<file path="src/rtl/pixel_cfg_pkg.sv">
// Shared types and default constants for the pixel column configuration sequencer.
package pixel_cfg_pkg;

   localparam int unsigned DEFAULT_N_COLS      = 64;
   localparam int unsigned DEFAULT_ACK_TIMEOUT = 255;
   localparam int unsigned DEFAULT_CFG_W       = 6;
   localparam int unsigned TIMER_W             = 8;

   typedef enum logic [2:0] {
      IDLE,
      FETCH,
      SETUP,
      PUSH,
      WAIT_ACK,
      NEXT,
      DONE,
      ERR
   } cfg_state_e;

endpackage

</file>
<file path="src/rtl/pixel_cfg_sequencer_ack_timer.sv">
// Column acknowledge timer: cleared before each strobe, counts while waiting,
// flags the last permitted wait cycle.
module ack_timer
   import pixel_cfg_pkg::*;
#(
   parameter int unsigned LIMIT = DEFAULT_ACK_TIMEOUT
)(
   input  logic clk_i,
   input  logic rst_i,
   input  logic clr_i,
   input  logic en_i,
   output logic tc_o
);

   logic [TIMER_W-1:0] count_q, count_d;

   always_comb begin
      count_d = count_q;
      if (clr_i) begin
         count_d = '0;
      end else if (en_i) begin
         count_d = count_q + 1'b1;
      end
   end

   always_ff @(posedge clk_i) begin
      if (rst_i) begin
         count_q <= '0;
      end else begin
         count_q <= count_d;
      end
   end

   // Terminal count is the cycle whose increment brings the count to LIMIT.
   assign tc_o = en_i && (count_q == TIMER_W'(LIMIT - 1));

endmodule

</file>
<file path="src/rtl/pixel_cfg_sequencer.sv">
// Loads one configuration word per pixel column with a push/acknowledge
// handshake, reporting completion or acknowledge timeout.
module pixel_cfg_sequencer
   import pixel_cfg_pkg::*;
#(
   parameter  int unsigned N_COLS      = DEFAULT_N_COLS,
   parameter  int unsigned ACK_TIMEOUT = DEFAULT_ACK_TIMEOUT,
   parameter  int unsigned CFG_W       = DEFAULT_CFG_W,
   localparam int unsigned SEL_W       = (N_COLS > 1) ? $clog2(N_COLS) : 1
)(
   input  logic             spi_clk,
   input  logic             rst,
   input  logic             cfg_start,
   input  logic             cfg_abort,
   input  logic             src_valid,
   input  logic [CFG_W-1:0] src_data,
   output logic             src_ready,
   output logic [CFG_W-1:0] col_data,
   output logic [SEL_W-1:0] col_sel,
   output logic             col_push,
   input  logic             col_ack,
   output logic             config_do,
   output logic             busy,
   output logic             err_timeout
);

   cfg_state_e       state_q, state_d;
   logic [CFG_W-1:0] data_q, data_d;
   logic [SEL_W-1:0] sel_q, sel_d;
   logic             err_q, err_d;
   logic             push_q, done_q, ready_q, busy_q;
   logic             tmr_clr, tmr_en, tmr_tc;

   ack_timer #(
      .LIMIT(ACK_TIMEOUT)
   ) u_ack_timer (
      .clk_i(spi_clk),
      .rst_i(rst),
      .clr_i(tmr_clr),
      .en_i (tmr_en),
      .tc_o (tmr_tc)
   );

   always_comb begin
      state_d = state_q;
      data_d  = data_q;
      sel_d   = sel_q;
      err_d   = err_q;
      tmr_clr = 1'b0;
      tmr_en  = 1'b0;
      if (cfg_abort && (state_q != IDLE)) begin
         state_d = IDLE;
      end else begin
         case (state_q)
            IDLE: begin
               if (cfg_start && !cfg_abort) begin
                  sel_d   = '0;
                  err_d   = 1'b0;
                  state_d = FETCH;
               end
            end
            FETCH: begin
               if (src_valid) begin
                  data_d  = src_data;
                  state_d = SETUP;
               end
            end
            SETUP: state_d = PUSH;
            PUSH: begin
               tmr_clr = 1'b1;
               state_d = WAIT_ACK;
            end
            WAIT_ACK: begin
               tmr_en = 1'b1;
               // Acknowledge wins over a coincident terminal count.
               if (col_ack) begin
                  state_d = NEXT;
               end else if (tmr_tc) begin
                  err_d   = 1'b1;
                  state_d = ERR;
               end
            end
            NEXT: begin
               if (sel_q == SEL_W'(N_COLS - 1)) begin
                  state_d = DONE;
               end else begin
                  sel_d   = sel_q + 1'b1;
                  state_d = FETCH;
               end
            end
            DONE:    state_d = IDLE;
            ERR:     state_d = IDLE;
            default: state_d = IDLE;
         endcase
      end
   end

   // Strobes and status are registered from the next state so each one is
   // high exactly while the FSM sits in the corresponding state.
   always_ff @(posedge spi_clk) begin
      if (rst) begin
         state_q <= IDLE;
         data_q  <= '0;
         sel_q   <= '0;
         err_q   <= 1'b0;
         push_q  <= 1'b0;
         done_q  <= 1'b0;
         ready_q <= 1'b0;
         busy_q  <= 1'b0;
      end else begin
         state_q <= state_d;
         data_q  <= data_d;
         sel_q   <= sel_d;
         err_q   <= err_d;
         push_q  <= (state_d == PUSH);
         done_q  <= (state_d == DONE);
         ready_q <= (state_d == FETCH);
         busy_q  <= (state_d != IDLE);
      end
   end

   assign src_ready   = ready_q;
   assign col_data    = data_q;
   assign col_sel     = sel_q;
   assign col_push    = push_q;
   assign config_do   = done_q;
   assign busy        = busy_q;
   assign err_timeout = err_q;

endmodule

</file>
<file path="config.mk">
export PLATFORM = sky130hd
export DESIGN_NAME = pixel_cfg_sequencer
export DESIGN_NICKNAME = d
export VERILOG_FILES = /design/src/rtl/pixel_cfg_pkg.sv /design/src/rtl/pixel_cfg_sequencer_ack_timer.sv /design/src/rtl/pixel_cfg_sequencer.sv
export SDC_FILE = /design/constraint.sdc
export NUM_CORES = 1
export LEC_CHECK = 0
export CAP_MARGIN = 10
export CORE_MARGIN = 2
export CORE_UTILIZATION = 54
export CTS_CLUSTER_DIAMETER = 120
export DETAILED_ROUTE_END_ITERATION = 6
export PLACE_DENSITY = 0.88
export SLEW_MARGIN = 20
export SYNTH_ARGS = -nofsm -noshare
export SYNTH_HDL_FRONTEND = slang
export SYNTH_SLANG_ARGS = --single-unit
</file>
<file path="constraint.sdc">
create_clock -name spi_clk -period 3.7 [get_ports spi_clk]
set_input_delay 0.74 -clock spi_clk [delete_from_list [all_inputs] [get_ports spi_clk]]
set_output_delay 0.74 -clock spi_clk [all_outputs]
set_load 0.03 [all_outputs]
</file>
==> run summary <==
The run finished with clean final reports. The count of yosys warnings during synthesis is 0. The share of synthesized area in the top cell type comes to 39.7%. The first detailed-routing pass ran for 4 iterations. The total routing usage reported by global routing is 22.3%, and the synthesized area divided by synthesized cell count is 8.94 um2. The share of layout cells above drive strength 1 came out at 8.20%. The detailed placement HPWL is 2.42 mm. In the post-synthesis netlist, the biggest area contributors are sky130_fd_sc_hd__dfxtp_1, sky130_fd_sc_hd__mux2i_1, sky130_fd_sc_hd__nor2_1, sky130_fd_sc_hd__a21oi_1, sky130_fd_sc_hd__nand2_1. The logs give 0 for the number of buffers inserted to repair setup after CTS and 210 for the cell total after placement. The smallest clock period supported by the final layout is computed as 2.43 ns.

Max-cap violations in this run came to 0. The repair_antennas step left the layout with diodes totalling 0. The tools report the post-synthesis instance area as 0.00141 mm2. In this run the tightest slew margin relative to its limit is 56.6%. sky130_fd_sc_hd__dfxtp_1 takes more of the synthesized area than any other cell. The register-to-register path setup slack is 1.64 ns, and the transition time at the pin with the least slew margin is 0.645 ns. For this design the ratio of total power to cell area is 289 mW/mm2. For the number of global-route vias before repair, the log shows 1132. In the finished design, the share of the clock period the worst path needs comes to 65.8%. The fmax is 0.411 GHz, and the number of antenna violations at the first check in global routing is 0. The logs give 18 for the row count and 213 for the count of non-filler cells in the finished layout. The final count of negative-setup-slack endpoints is 0, and the growth of design area from synthesis to finish is 21.6%.

The number of enable-type register cells in the synthesized netlist was 0; the CTS H-tree depth was 1. For this block, the via count after detailed routing is 1249. The part of the Yosys area used for sequential elements is 39.7%, and the worst ir drop on vdd is 0.248 mV.

The min-delay analysis places its worst path in the category register to register. Critical path endpoint category: a register. The initial utilization of the core area, before any placement, comes to 57.0%. The cell sitting at the root of the clock tree is a sky130_fd_sc_hd__clkbuf_4.

The core region is 0.00248 mm2. The first global-routing pass estimated 4.88 mm of wire. The kind of launch point of the worst setup path is an input pin.

For the aggregate routed wire length, the log shows 3.18 mm. At the placement stage, the worst setup path has a slack of 0.924 ns. Synthesis inferred 28 register bits.

For this design the static power due to leakage is 0.000667 uW. For the final-report hold violation count, the log shows 0. The most instantiated flip-flop cell in the synthesis netlist was sky130_fd_sc_hd__dfxtp_1. The first routing iteration left 54 violations.

For the total overflow reported by the global router, the log shows 0. The kind of critical path is input pin to register. Data on the critical path is required at its endpoint by 3.95 ns.

In this run, post-CTS repair resized a total of 0 instances. The die covers 0.00304 mm2. The tools report the cts-stage hold buffer count as 0. The routed via count divided by cell count is 5.86, and the number of buffers between clock root and the deepest sink is 2. In the final routed layout, each cell accounts on average for 14.9 um. The number of buffers inserted during clock tree synthesis is 3. In this run the remaining antenna-violating nets after routing total 0. The max-slew violation count was 0; the maximum net fanout on the critical path was 9. Counting every instance in the synthesized netlist gives 158. The async set-or-reset flop fraction in the synthesized netlist came out at 0%. TritonCTS built the clock tree. The critical path data arrival time was 2.69 ns. After clock tree synthesis, the clock-pin slew on the worst setup and hold paths is 0.14 ns. The number of nets handed over by synthesis was 173.

Clock tree synthesis found a total of 28 sinks. After the last flow step, the layout net total stands at 200. The smallest setup slack after layout was 1.27 ns. Across all hold checks on the routed design, the worst slack comes to 0.502 ns. Setup repair after global routing left no endpoint under its margin.

In the final timing run, aggregate negative setup slack is 0 ns. At the later pin of the worst-skew pair, clock insertion delay measures 0.32 ns. Entering global routing, the biggest net connects 19 pins.

At the end of routability-driven placement, the weighted congestion stood at 0.866. For the post-synthesis cell type count, the log shows 46. In the routed design, unresolved DRC markers number 0. The chip width came out at 55.1 um. The die is 55.1 um tall. In this run the count of I/O pins placed on the die edge is 29. Input and output buffers added on the ports amount to 28. Post-route clock skew: 0.00684 ns.
==> through the flow <==
step | power [uW] | utilization [%] | cell area [um2]
4_1_cts | 500 | 69.3 | 1720
3_3_place_gp | 378 | 68.4 | 1700
2_1_floorplan | 354 | - | 1410
6_report | 496 | 69.3 | 1720
3_5_place_dp | 380 | 68.4 | 1700
5_1_grt | 517 | 69.3 | 1720
==> cell usage after synthesis, drive strengths merged, types with 3 or more instances <==
cell type	instances
dfxtp	28
nor2	21
nand2	11
a21oi	9
mux2i	9
nand3	7
inv	6
clkbuf	4
nand2b	4
nand4	4
nor3	4
o21ai	4
xnor2	4
buf	3
ha	3
xor2	3
==> placed cells by master (no fill, tap or decap), drive strengths merged, types with 3 or more instances in the layout <==
| cell type | synthesis | final |
|---|---|---|
| clkdlybuf4s50 | 0 | 28 |
| nor3 | 4 | 4 |
| nand3 | 7 | 7 |
| o21ai | 4 | 4 |
| nand2b | 4 | 4 |
| ha | 3 | 3 |
| xor2 | 3 | 3 |
| inv | 6 | 6 |
| xnor2 | 4 | 4 |
| dfxtp | 28 | 28 |
| mux2i | 9 | 9 |
| clkbuf | 4 | 3 |
| a21oi | 9 | 9 |
| nand4 | 4 | 4 |
| nand2 | 11 | 11 |
| nor2 | 21 | 21 |
==> sequential cells by signal, summed over array words and instances, names as in the netlist <==
register and count:
config_do 1, busy 1, err_timeout 1, col_sel 6, col_push 1, state_q 3
src_ready 1, u_ack_timer.count_q 8, col_data 6
==> routing by layer <==
layer	share of wire, %	up-vias	track usage, %
met5	0	-	0
met4	0.85	0	7.32
met3	7.0	4	6.99
met2	52	46	38.9
met1	40	589	25.8
li1	-	610	-
==> report_power, final <==
group	total (uW)	leakage, uW	switching [uW]	internal, uW
Clock	122	0.0000138	83.5	38.2
Sequential	312	0.000226	5.32	306
Combinational	62.4	0.000426	32.3	30.1
Total	496	0.000667	121	375
==> critical path: stages <==
cell,delay (ns)
sky130_fd_sc_hd__clkdlybuf4s50_1,0.56
sky130_fd_sc_hd__or4b_4,0.66
sky130_fd_sc_hd__o41ai_4,0.37
sky130_fd_sc_hd__nand3_2,0.14
sky130_fd_sc_hd__nor4b_2,0.21
==> cell families after synthesis <==
group / after synthesis / share of synthesized area, %
xor gates and xnor gates: 7 / 4.34
muxes: 9 / 6.38
DFF: 28 / 39.7
adders and majority gates: 3 / 2.66
AOI/OAI and AO/OA: 29 / 15.1
buffers and inverters: 13 / 4.60
and+or+nand+nor: 69 / 27.3
==> worst paths after layout <==
kind	startpoint	endpoint	cells past startpoint
max	cfg_abort	col_push	5
min reg2reg	err_timeout	err_timeout	1
max reg2reg	state_q[2]	col_push	4
min	err_timeout	err_timeout	1
==> final cells by class <==
type	instances	area [um2]
multi-input cells	117	787
fillers	204	759
flip-flops and latches	28	561
repair buffers	29	288
well taps	30	37.5
clock buffers	3	22.5
inverters	6	22.5
Note: power is estimated with default switching activity, not from simulation.
